===== config.mk =====
export PLATFORM = sky130hd
export DESIGN_NAME = calc_seq_ctrl
export DESIGN_NICKNAME = d
export VERILOG_FILES = /design/src/rtl/calc_seq_ctrl.sv
export SDC_FILE = /design/constraint.sdc
export NUM_CORES = 1
export LEC_CHECK = 0
export ABC_CLOCK_PERIOD_IN_PS = 8700
export BUFFER_PORTS_ARGS = -buffer_cell sky130_fd_sc_hd__buf_2
export CORE_MARGIN = 2
export CORE_UTILIZATION = 45
export DETAILED_ROUTE_END_ITERATION = 8
export GPL_TIMING_DRIVEN = 0
export PLACE_DENSITY = 0.62
export RECOVER_POWER = 25
export SLEW_MARGIN = 20
export SYNTH_ARGS = -nofsm -noshare
export SYNTH_HDL_FRONTEND = slang
export SYNTH_SLANG_ARGS = --single-unit

===== constraint.sdc =====
create_clock -name clk -period 8.7 [get_ports clk]
set_input_delay 0 -clock clk [delete_from_list [all_inputs] [get_ports clk]]
set_output_delay 0 -clock clk [all_outputs]
set_load 0.05 [all_outputs]

===== src/rtl/calc_seq_ctrl.sv =====
// calc_seq_ctrl: walks an SRAM operand range two lines at a time,
// adds each pair lane-wise and writes the sums to a result region.
// Ports: clk, rst (sync, active-high); start + read_start_addr,
//   read_end_addr, write_start_addr (run request, latched on accept);
//   busy, done, overflow (status); sram_en, sram_we, sram_addr,
//   sram_wdata, sram_rdata (single SRAM port, 1-cycle read latency).
module calc_seq_ctrl #(
  parameter int DATA_W        = 32,
  parameter int MEM_WORD_SIZE = 64,
  parameter int ADDR_W        = 9
) (
  input  logic                     clk,
  input  logic                     rst,
  input  logic                     start,
  input  logic [ADDR_W-1:0]        read_start_addr,
  input  logic [ADDR_W-1:0]        read_end_addr,
  input  logic [ADDR_W-1:0]        write_start_addr,
  output logic                     busy,
  output logic                     done,
  output logic                     overflow,
  output logic                     sram_en,
  output logic                     sram_we,
  output logic [ADDR_W-1:0]        sram_addr,
  output logic [MEM_WORD_SIZE-1:0] sram_wdata,
  input  logic [MEM_WORD_SIZE-1:0] sram_rdata
);

  typedef enum logic [2:0] {
    S_IDLE,
    S_READ_1,
    S_READ_2,
    S_WAIT,
    S_ADD,
    S_WRITE,
    S_WRITE_WAIT,
    S_END
  } state_t;

  state_t                   r_state;
  state_t                   w_next;
  logic [ADDR_W-1:0]        r_rd_ptr;
  logic [ADDR_W-1:0]        r_end_ptr;
  logic [ADDR_W-1:0]        r_wr_ptr;
  logic [MEM_WORD_SIZE-1:0] r_word_a;
  logic [MEM_WORD_SIZE-1:0] r_word_b;
  logic [MEM_WORD_SIZE-1:0] r_result;
  logic                     r_overflow;

  logic                     w_no_pair;
  logic                     w_last_pair;
  logic [DATA_W:0]          w_sum_lo;
  logic [DATA_W:0]          w_sum_hi;

  // Compares run one bit wider so pointer arithmetic near the top
  // of the address space cannot wrap and fake a remaining pair.
  assign w_no_pair =
    ({1'b0, read_start_addr} + (ADDR_W+1)'(1))
    > {1'b0, read_end_addr};

  assign w_last_pair =
    ({1'b0, r_rd_ptr} + (ADDR_W+1)'(3))
    > {1'b0, r_end_ptr};

  // Independent lanes: the extra MSB is the lane carry-out only.
  assign w_sum_lo =
    {1'b0, r_word_a[DATA_W-1:0]}
    + {1'b0, r_word_b[DATA_W-1:0]};
  assign w_sum_hi =
    {1'b0, r_word_a[MEM_WORD_SIZE-1:DATA_W]}
    + {1'b0, r_word_b[MEM_WORD_SIZE-1:DATA_W]};

  assign overflow = r_overflow;

  always_ff @(posedge clk) begin
    if (rst) begin
      r_state    <= S_IDLE;
      r_rd_ptr   <= '0;
      r_end_ptr  <= '0;
      r_wr_ptr   <= '0;
      r_word_a   <= '0;
      r_word_b   <= '0;
      r_result   <= '0;
      r_overflow <= 1'b0;
    end else begin
      r_state <= w_next;
      unique case (r_state)
        S_IDLE: begin
          if (start) begin
            r_rd_ptr   <= read_start_addr;
            r_end_ptr  <= read_end_addr;
            r_wr_ptr   <= write_start_addr;
            r_overflow <= 1'b0;
          end
        end
        S_READ_2: r_word_a <= sram_rdata;
        S_WAIT:   r_word_b <= sram_rdata;
        S_ADD: begin
          r_result   <= {w_sum_hi[DATA_W-1:0],
                         w_sum_lo[DATA_W-1:0]};
          r_overflow <= r_overflow
                        | w_sum_lo[DATA_W]
                        | w_sum_hi[DATA_W];
        end
        S_WRITE_WAIT: begin
          if (!w_last_pair) begin
            r_rd_ptr <= r_rd_ptr + ADDR_W'(2);
            r_wr_ptr <= r_wr_ptr + ADDR_W'(1);
          end
        end
        default: ;
      endcase
    end
  end

  always_comb begin
    w_next     = r_state;
    busy       = (r_state != S_IDLE);
    done       = 1'b0;
    sram_en    = 1'b0;
    sram_we    = 1'b0;
    sram_addr  = '0;
    sram_wdata = '0;
    unique case (r_state)
      S_IDLE: begin
        if (start) begin
          w_next = w_no_pair ? S_END : S_READ_1;
        end
      end
      S_READ_1: begin
        sram_en   = 1'b1;
        sram_addr = r_rd_ptr;
        w_next    = S_READ_2;
      end
      S_READ_2: begin
        sram_en   = 1'b1;
        sram_addr = r_rd_ptr + ADDR_W'(1);
        w_next    = S_WAIT;
      end
      S_WAIT: w_next = S_ADD;
      S_ADD:  w_next = S_WRITE;
      S_WRITE: begin
        sram_en    = 1'b1;
        sram_we    = 1'b1;
        sram_addr  = r_wr_ptr;
        sram_wdata = r_result;
        w_next     = S_WRITE_WAIT;
      end
      S_WRITE_WAIT: begin
        w_next = w_last_pair ? S_END : S_READ_1;
      end
      S_END: begin
        done   = 1'b1;
        w_next = S_IDLE;
      end
      default: w_next = S_IDLE;
    endcase
  end

endmodule


; ---- Word level (Yosys, flattened, before mapping)
; Cells that the tools add are included.
[classes]
muxes = 17
add_sub_neg = 7
n_reduce_logical = 8
n_lt_le_gt_ge = 2
n_eq_ne = 9
n_bitwise = 2
[ops]
columns = operator, n
row1 = $add A32 B32 Y33, 2
row2 = $mux W64, 1
row3 = $mux W9, 4
row4 = $pmux W9 S2, 2
row5 = $pmux W9 S3, 1
row6 = $pmux W3 S8, 1
row7 = $gt A10 B9 Y1, 2
row8 = $add A9 B1 Y9 const B, 2
row9 = $eq A3 B3 Y1 const B, 4
row10 = $add A9 B1 Y10 const B, 1
row11 = $add A9 B2 Y10 const B, 1
row12 = $add A9 B2 Y9 const B, 1
row13 = $mux W3, 3
row14 = $eq A3 B2 Y1 const B, 2
row15 = $mux W1, 4
row16 = $ne A2 B2 Y1 const B, 2
row17 = $reduce_and A2 Y1, 2
row18 = $reduce_bool A2 Y1, 2
row19 = $eq A3 B1 Y1 const B, 1
row20 = $logic_not A3 Y1, 1
row21 = $reduce_and A3 Y1, 1
row22 = $reduce_bool A3 Y1, 1
row23 = $reduce_or A3 Y1, 1
row24 = $or A1 B1 Y1, 2
row25 = $pmux W1 S2, 1
[totals]
word_cells = 53
in_bits = 94
ff_bits = 223

; ---- Logic depth before layout (Yosys ltp)
; Gate-level depths: netlist of the first run.
[logic_depth]
ltp_word = 5
depth_mapped = 15

; ---- Least setup slack after synthesis of the first run
; No wires, ideal clock.
[synth_timing]
path_type = flip-flop to flip-flop
startpoint = reg r_rd_ptr[0]
endpoint = reg r_rd_ptr[2]
setup_slack_ns = 5.642
n_path_buf = 3
required_time_ns = 8.572
arrival_ns = 2.931
stages_incl_launch_ff = 16
synth_period_minus_slack_ns = 3.058
cell_sequence = dfxtp_1 clkbuf_1 inv_1 ha_1 nor4_1 xor2_1 ha_1 nand3_1 nor3_1 a21oi_1 a21oi_1 o21ai_0 clkbuf_1 clkbuf_1 mux2i_1 nor2_1
[synth_via]
elab_chain_cells = 4
word_cells_on_any_way = 7
cone_classes = add/sub (2) / order compare (1) / eq/ne (1) / mux (2) / reduce/logical (1)
[synth_lines]
columns = element, line
row1 = from (decl), 41  ; logic [ADDR_W-1:0] r_rd_ptr;
row2 = from (signal assigned), 89  ; r_rd_ptr <= read_start_addr;
row3 = from (signal assigned), 106  ; r_rd_ptr <= r_rd_ptr + ADDR_W'(2);
row4 = $add A9 B2 Y10, 61  ; ({1'b0, r_rd_ptr} + (ADDR_W+1)'(3))
row5 = $gt A10 B9 Y1, 62  ; > {1'b0, r_end_ptr};
row6 = $ne A2 B2 Y1 (no line), -
row7 = $reduce_and A3 Y1 (no line), -
; Several ways; a longest one is shown, not always the timed one. The select of a mux whose other input is x is not followed.
; A chain may end at the register's enable or synchronous reset.

; ---- Worst setup path after layout of the first run
[layout_timing]
startpoint = reg r_rd_ptr[0]
endpoint = reg r_rd_ptr[7]
; Same word-level chain as after synthesis.

==> results.json, run 1 <==
{
  "pre_cts_ws_ns": 4.790,
  "rsz0062_at_grt": "no",
  "synth_edf_count": 0,
  "start_kind": "register",
  "cap_violations": 0,
  "fin_nets": 2251,
  "drtIter0Drc": 901,
  "post-route-period-util_pct": 46.92,
  "critPathCaptureType": "register",
  "critical_path_class": "register to register",
  "die_w_microns": 174.4,
  "tightestPinTransition_ns": 1.062,
  "hp-class": "input pin to register",
  "vdd_drop_max_v": 0.0001496,
  "hpwlAfterDp_mm": 32.59,
  "io_buffers": 171,
  "vias": 13860,
  "r2r_cells": 15,
  "p_leak_nw": 6.971,
  "cts_tree": "built",
  "synth-compound-area-share_pct": 22.15,
  "ff_latch_area_sq_um": 4464,
  "gp_congestion": 0.9012,
  "critical_path_arrival_ns": 4.49,
  "status": "finished, final reports clean",
  "synth_top_family_by_area": "simple AND/OR/NAND/NOR gates",
  "avgSynthCellArea_sq_um": 7.376,
  "max_freq_mhz": 245.0,
  "ys_async_sr_fraction_pct": 0,
  "synthFlopType": "dfxtp_1",
  "antenna_found_initial": 0,
  "yosysUniqueCellTypes": 70,
  "antenna_cells": 0,
  "synth_fa_ha_area_share_pct": 8.735,
  "synthesis.nets": 1955,
  "p_per_area_nw_per_um2": 178.8,
  "crit_start": "r_rd_ptr[0]",
  "synth-xor-area-share_pct": 3.285,
  "r2r_setup_slack_ns": 4.62,
  "fill_cells": 2773,
  "synth-seq-cells": 223,
  "min_delay_path_depth": 4,
  "grt_pass1_wl_mm": 69.16,
  "r2r_end": "r_rd_ptr[7]",
  "grt_max_degree": 14,
  "skew_ns": 0.01263,
  "worstPathMaxFanout": 10,
  "placeableCoreArea_sq_um": 28630,
  "drc": 0,
  "wl_per_cell_microns": 17.93,
  "netlist_instances": 1771,
  "grt_overflow_total": 0,
  "post-route-min-period_ns": 4.082,
  "via_per_inst": 5.608,
  "syn2layout_area_growth_pct": 24.72,
  "r2r-start": "r_rd_ptr[0]",
  "grt_usage_pct": 28.22,
  "fp.dieArea_sq_um": 30410,
  "final_cell_mix": "nand2_1, a21oi_1, dfxtp_1",
  "mostFrequentLayoutCell": "nand2_1",
  "start_util_pct": 45.64,
  "drive_gt1_share_pct": 10.73,
  "synthesis.area_sq_um": 13060,
  "drt_wl_total_mm": 44.33,
  "ys_warn_count": 0,
  "synth_simple_gate_area_share_pct": 26.25,
  "endpoint": "r_rd_ptr[7]",
  "worstSkewPairLatency_ns": 0.55,
  "ys_seq_area_share_pct": 34.17,
  "drt.antenna.violating_nets": 0,
  "cts_sinks": 223,
  "path_clk_slew_ns": 0.06,
  "final_cell_area_sq_um": 16290,
  "die_y_microns": 174.4,
  "setup_viol": 0,
  "tns_ns": 0,
  "multi_input_area_sq_um": 7976,
  "drv_slew": 0,
  "p_total_mw": 2.913,
  "crit_required_ns": 9.10,
  "slew-limit-headroom_pct": 29.17,
  "cts_buffer_depth": 3,
  "worst_slack_ns": 4.618,
  "synthMuxAreaShare_pct": 0.6321,
  "rows": 62,
  "placed_area_sq_um": 14400,
  "grt_pass1_vias": 12910,
  "root_buffer": "clkbuf_16",
  "ctsHtreeMaxLevel": 1,
  "dr.pass1.iters": 5,
  "cts_buffers": 27,
  "finalHoldViolations": 0,
  "io_pins": 172
}
-- layer usage --
metal  vias to the layer above  share of wire [%]  global-route usage (%)  routed length [microns]
met5                         -                  0                       0                        0
met4                         0                2.8                   7.633                     1238
met3                        83                6.9                   4.812                     3056
met2                       513                 45                   46.15                    19960
met1                      6475                 45                   38.40                    20080
li1                       6793                  -                       -                        -
-- logic make-up after synthesis --
logic type | Yosys count
AOI/OAI and AO/OA | 488
DFF | 223
buffers and inverters | 160
muxes | 8
and+or+nand+nor | 753
adders and majority gates | 90
xor gates and xnor gates | 49
-- flip-flops by register name, summed over array words and instances, names as in the netlist --
name	flops
r_result	64
r_word_a	64
r_word_b	64
r_end_ptr	9
r_rd_ptr	9
r_wr_ptr	9
r_state	3
overflow	1
-- per-stage QoR --
stage / hold slack (ns) / util (%) / std cells
finish: 0.2438 / 56.92 / 2472
global route: 0.2491 / 56.92 / 2472
CTS: 0.2274 / 57.03 / 2472
detailed placement: 0.2583 / 50.31 / 2326
global placement: 0.2523 / 50.31 / 2326
floorplan: 0.1360 / - / 1771
-- worst max-delay path, stage by stage, from the launching register on --
cell,delay [ns]
dfxtp_1,0.40
clkbuf_1,0.36
inv_1,0.11
ha_1,0.28
nor4_1,0.35
xor2_1,0.20
ha_1,0.26
nand3_1,0.11
nor3_1,0.05
a21oi_1,0.13
a21oi_1,0.14
o21ai_0,0.24
clkbuf_1,0.44
clkbuf_1,0.54
mux2i_1,0.26
nor2_1,0.05
-- layout make-up --
cell class / count / area share [%]
flip-flops and latches: 223 / 27.40
repair buffers: 267 / 10.96
plain buffers: 121 / 2.926
multi-input cells: 1388 / 48.96
clock inverters: 12 / 1.083
well taps: 384 / 2.949
inverters: 39 / 0.8985
clock buffers: 38 / 4.830
-- power breakdown --
part	switching [mW]	total, mW	internal (mW)
clock network	0.458	1.21	0.748
registers	0.0387	1.12	1.08
logic	0.391	0.589	0.198
-- timing repair --
item	in CTS	in global routing
setup buffers	0	0
hold buffers	96	0
resized for setup	0	0
hold endpoints to repair	161	0
-- synth_stat cells (10+ instances only) --
library cell,number,share of area [%]
a211oi_1,13,0.75
a21o_1,37,2.1
a21oi_1,270,10
a31oi_1,17,0.81
and3_1,81,3.9
clkbuf_1,105,3.0
dfxtp_1,223,34
ha_1,88,8.4
inv_1,39,1.1
nand2_1,418,12
nand3_1,63,2.4
nand4_1,17,0.81
nor2_1,75,2.2
nor3_1,21,0.80
o21a_1,10,0.57
o21ai_0,64,2.5
or2_2,15,0.72
or3_1,11,0.53
xnor2_1,27,1.8
xor2_1,22,1.5
-- worst min path at each step --
| stage | startpoint | endpoint | slack [ns] |
|---|---|---|---|
| final | sram_rdata[47] | r_word_b[47] | 0.24 |
| after global routing | sram_rdata[35] | r_word_a[35] | 0.25 |
| after CTS | sram_rdata[47] | r_word_b[47] | 0.23 |
| after detailed placement | sram_rdata[53] | r_word_b[53] | 0.26 |
| after global placement | sram_rdata[9] | r_word_b[9] | 0.25 |
| after floorplan | read_end_addr[1] | r_end_ptr[1] | 0.14 |
(Power assumes the default switching activity.)
==> run 2: changes to the inputs <==
ABC_CLOCK_PERIOD_IN_PS = 4000   (was 8700)
clock period = 4 ns   (was 8.7 ns; I/O delays follow)
==> results.json, run 2 (same netlist as run 1, synthesis figures left out) <==
{
  "fp.dieArea_sq_um": 30410,
  "antenna_found_initial": 0,
  "gp_congestion": 0.9012,
  "critical_path_class": "register to register",
  "antenna_cells": 0,
  "worst_slack_ns": 0.2371,
  "hpwlAfterDp_mm": 32.59,
  "final_core_util_pct": 56.96,
  "p_leak_nw": 6.979,
  "die_w_microns": 174.4,
  "syn2layout_area_growth_pct": 24.82,
  "grt_usage_pct": 28.22,
  "grt_pass1_vias": 12910,
  "cp_slowest_cell": "clkbuf_1",
  "rsz0062_at_grt": "no",
  "worstPathMaxFanout": 10,
  "ctsHtreeMaxLevel": 1,
  "worstSkewPairLatency_ns": 0.55,
  "path_clk_slew_ns": 0.06,
  "rows": 62,
  "cts_tree": "built",
  "pre_cts_ws_ns": 0.08977,
  "critPathTopFamily": "buffers and inverters",
  "status": "finished, final reports clean",
  "max_stage_delay_ns": 0.44,
  "root_buffer": "clkbuf_16",
  "finalHoldViolations": 0,
  "cts_buffers": 27,
  "grt_max_degree": 14,
  "drv_slew": 0,
  "io_buffers": 171,
  "final_cell_mix": "nand2_1, a21oi_1, dfxtp_1",
  "post-route-period-util_pct": 94.07,
  "start_util_pct": 45.64,
  "top_regs": "r_result: 64 flops, r_word_a: 64 flops, r_word_b: 64 flops",
  "dr.pass1.iters": 5,
  "vias": 13830,
  "mostFrequentLayoutCell": "nand2_1",
  "slew-limit-headroom_pct": 30.88,
  "p_per_area_nw_per_um2": 388.2,
  "drt.antenna.violating_nets": 0,
  "drc": 0,
  "critPathCaptureType": "register",
  "cap_violations": 0,
  "placedCellCount": 2326,
  "drtIter0Drc": 1009,
  "cts_buffer_depth": 3,
  "setup_viol": 0,
  "wl_per_cell_microns": 17.93,
  "placeableCoreArea_sq_um": 28630,
  "post-route-min-period_ns": 3.763,
  "drive_gt1_share_pct": 10.92,
  "grt_overflow_total": 0,
  "io_pins": 172,
  "hp-class": "input pin to register",
  "via_per_inst": 5.594,
  "cts_sinks": 223,
  "instances_no_fill": 2472,
  "drt_wl_total_mm": 44.32,
  "critical_path_arrival_ns": 4.17,
  "tightestPinTransition_ns": 1.037,
  "die_y_microns": 174.4,
  "vdd_drop_max_v": 0.0003246,
  "tns_ns": 0,
  "start_kind": "register",
  "fin_nets": 2251,
  "post_cts_buffers": 0,
  "worstPathCellList": "clkbuf_2 > inv_1 > ha_1 > nor4_1 > xor2_1 > ha_1 > nand3_1 > nor3_1 > a21oi_1 > a21oi_1 > o21ai_0 > clkbuf_1 > clkbuf_2 > mux2i_1 > nor2_1",
  "skew_ns": 0.01185,
  "crit_required_ns": 4.40,
  "grt_pass1_wl_mm": 69.16,
  "holdWs_ns": 0.2452,
  "cp_num_buf_inv": 4,
  "max_freq_mhz": 265.8
}
[run 2: cell count changes in the layout (fill, tap and decap cells not counted)]
cell	change
a21oi_1	-1
clkbuf_2	+2
a311oi_2	+1
a311oi_1	-1
a21oi_2	+1
clkbuf_1	-2
[run 2: final cells by class]
| type | count | area [sq um] |
|---|---|---|
| Fill cell | 2775 | 12320 |
| Multi-Input combinational cell | 1388 | 7986 |
| Sequential cell | 223 | 4464 |
| Timing Repair Buffer | 267 | 1785 |
| Clock buffer | 38 | 787.0 |
| Tap cell | 384 | 480.5 |
| Buffer | 121 | 479.2 |
| Clock inverter | 12 | 176.4 |
| Inverter | 39 | 146.4 |
[run 2: where the power goes]
part	switching (mW)	internal, mW	leakage (nW)
Sequential	0.0842	2.35	1.81
Combinational	0.850	0.433	4.72
Clock	0.990	1.63	0.457
[run 2: metal layers]
metal	GRT usage (%)	share of wire [%]
met5	0	0
met3	4.812	7.4
met4	7.633	2.5
met2	46.15	45
met1	38.40	45
[run 2: final timing paths]
kind	start	endpoint	slack, ns	depth (start not counted)
hold / removal	sram_rdata[47]	r_word_b[47]	0.25	4
setup / recovery	r_rd_ptr[0]	r_rd_ptr[7]	0.24	15
hold reg to reg	r_result[61]	r_result[61]	0.45	2
setup reg to reg	r_rd_ptr[0]	r_rd_ptr[7]	0.24	15
[run 2: worst min-delay path, stage by stage]
cell and delay (ns):
dlygate4sd3_1 0.52, buf_2 0.13, nand2_1 0.05, a21oi_1 0.05
[run 2: what timing repair did]
action | 4_1_cts | 5_1_grt
gates resized for setup | 0 | 6
hold buffers | 96 | 0
endpoints found under the setup margin | 0 | 11
hold endpoints to repair | 161 | 0
[run 2: metrics by stage]
stage               instance area [sq um]  total power [mW]
detailed placement                  14400             3.655
global placement                    14400             3.642
finish                              16310             6.330
CTS                                 16320             6.334
floorplan                           13060             3.246
global route                        16310             6.588
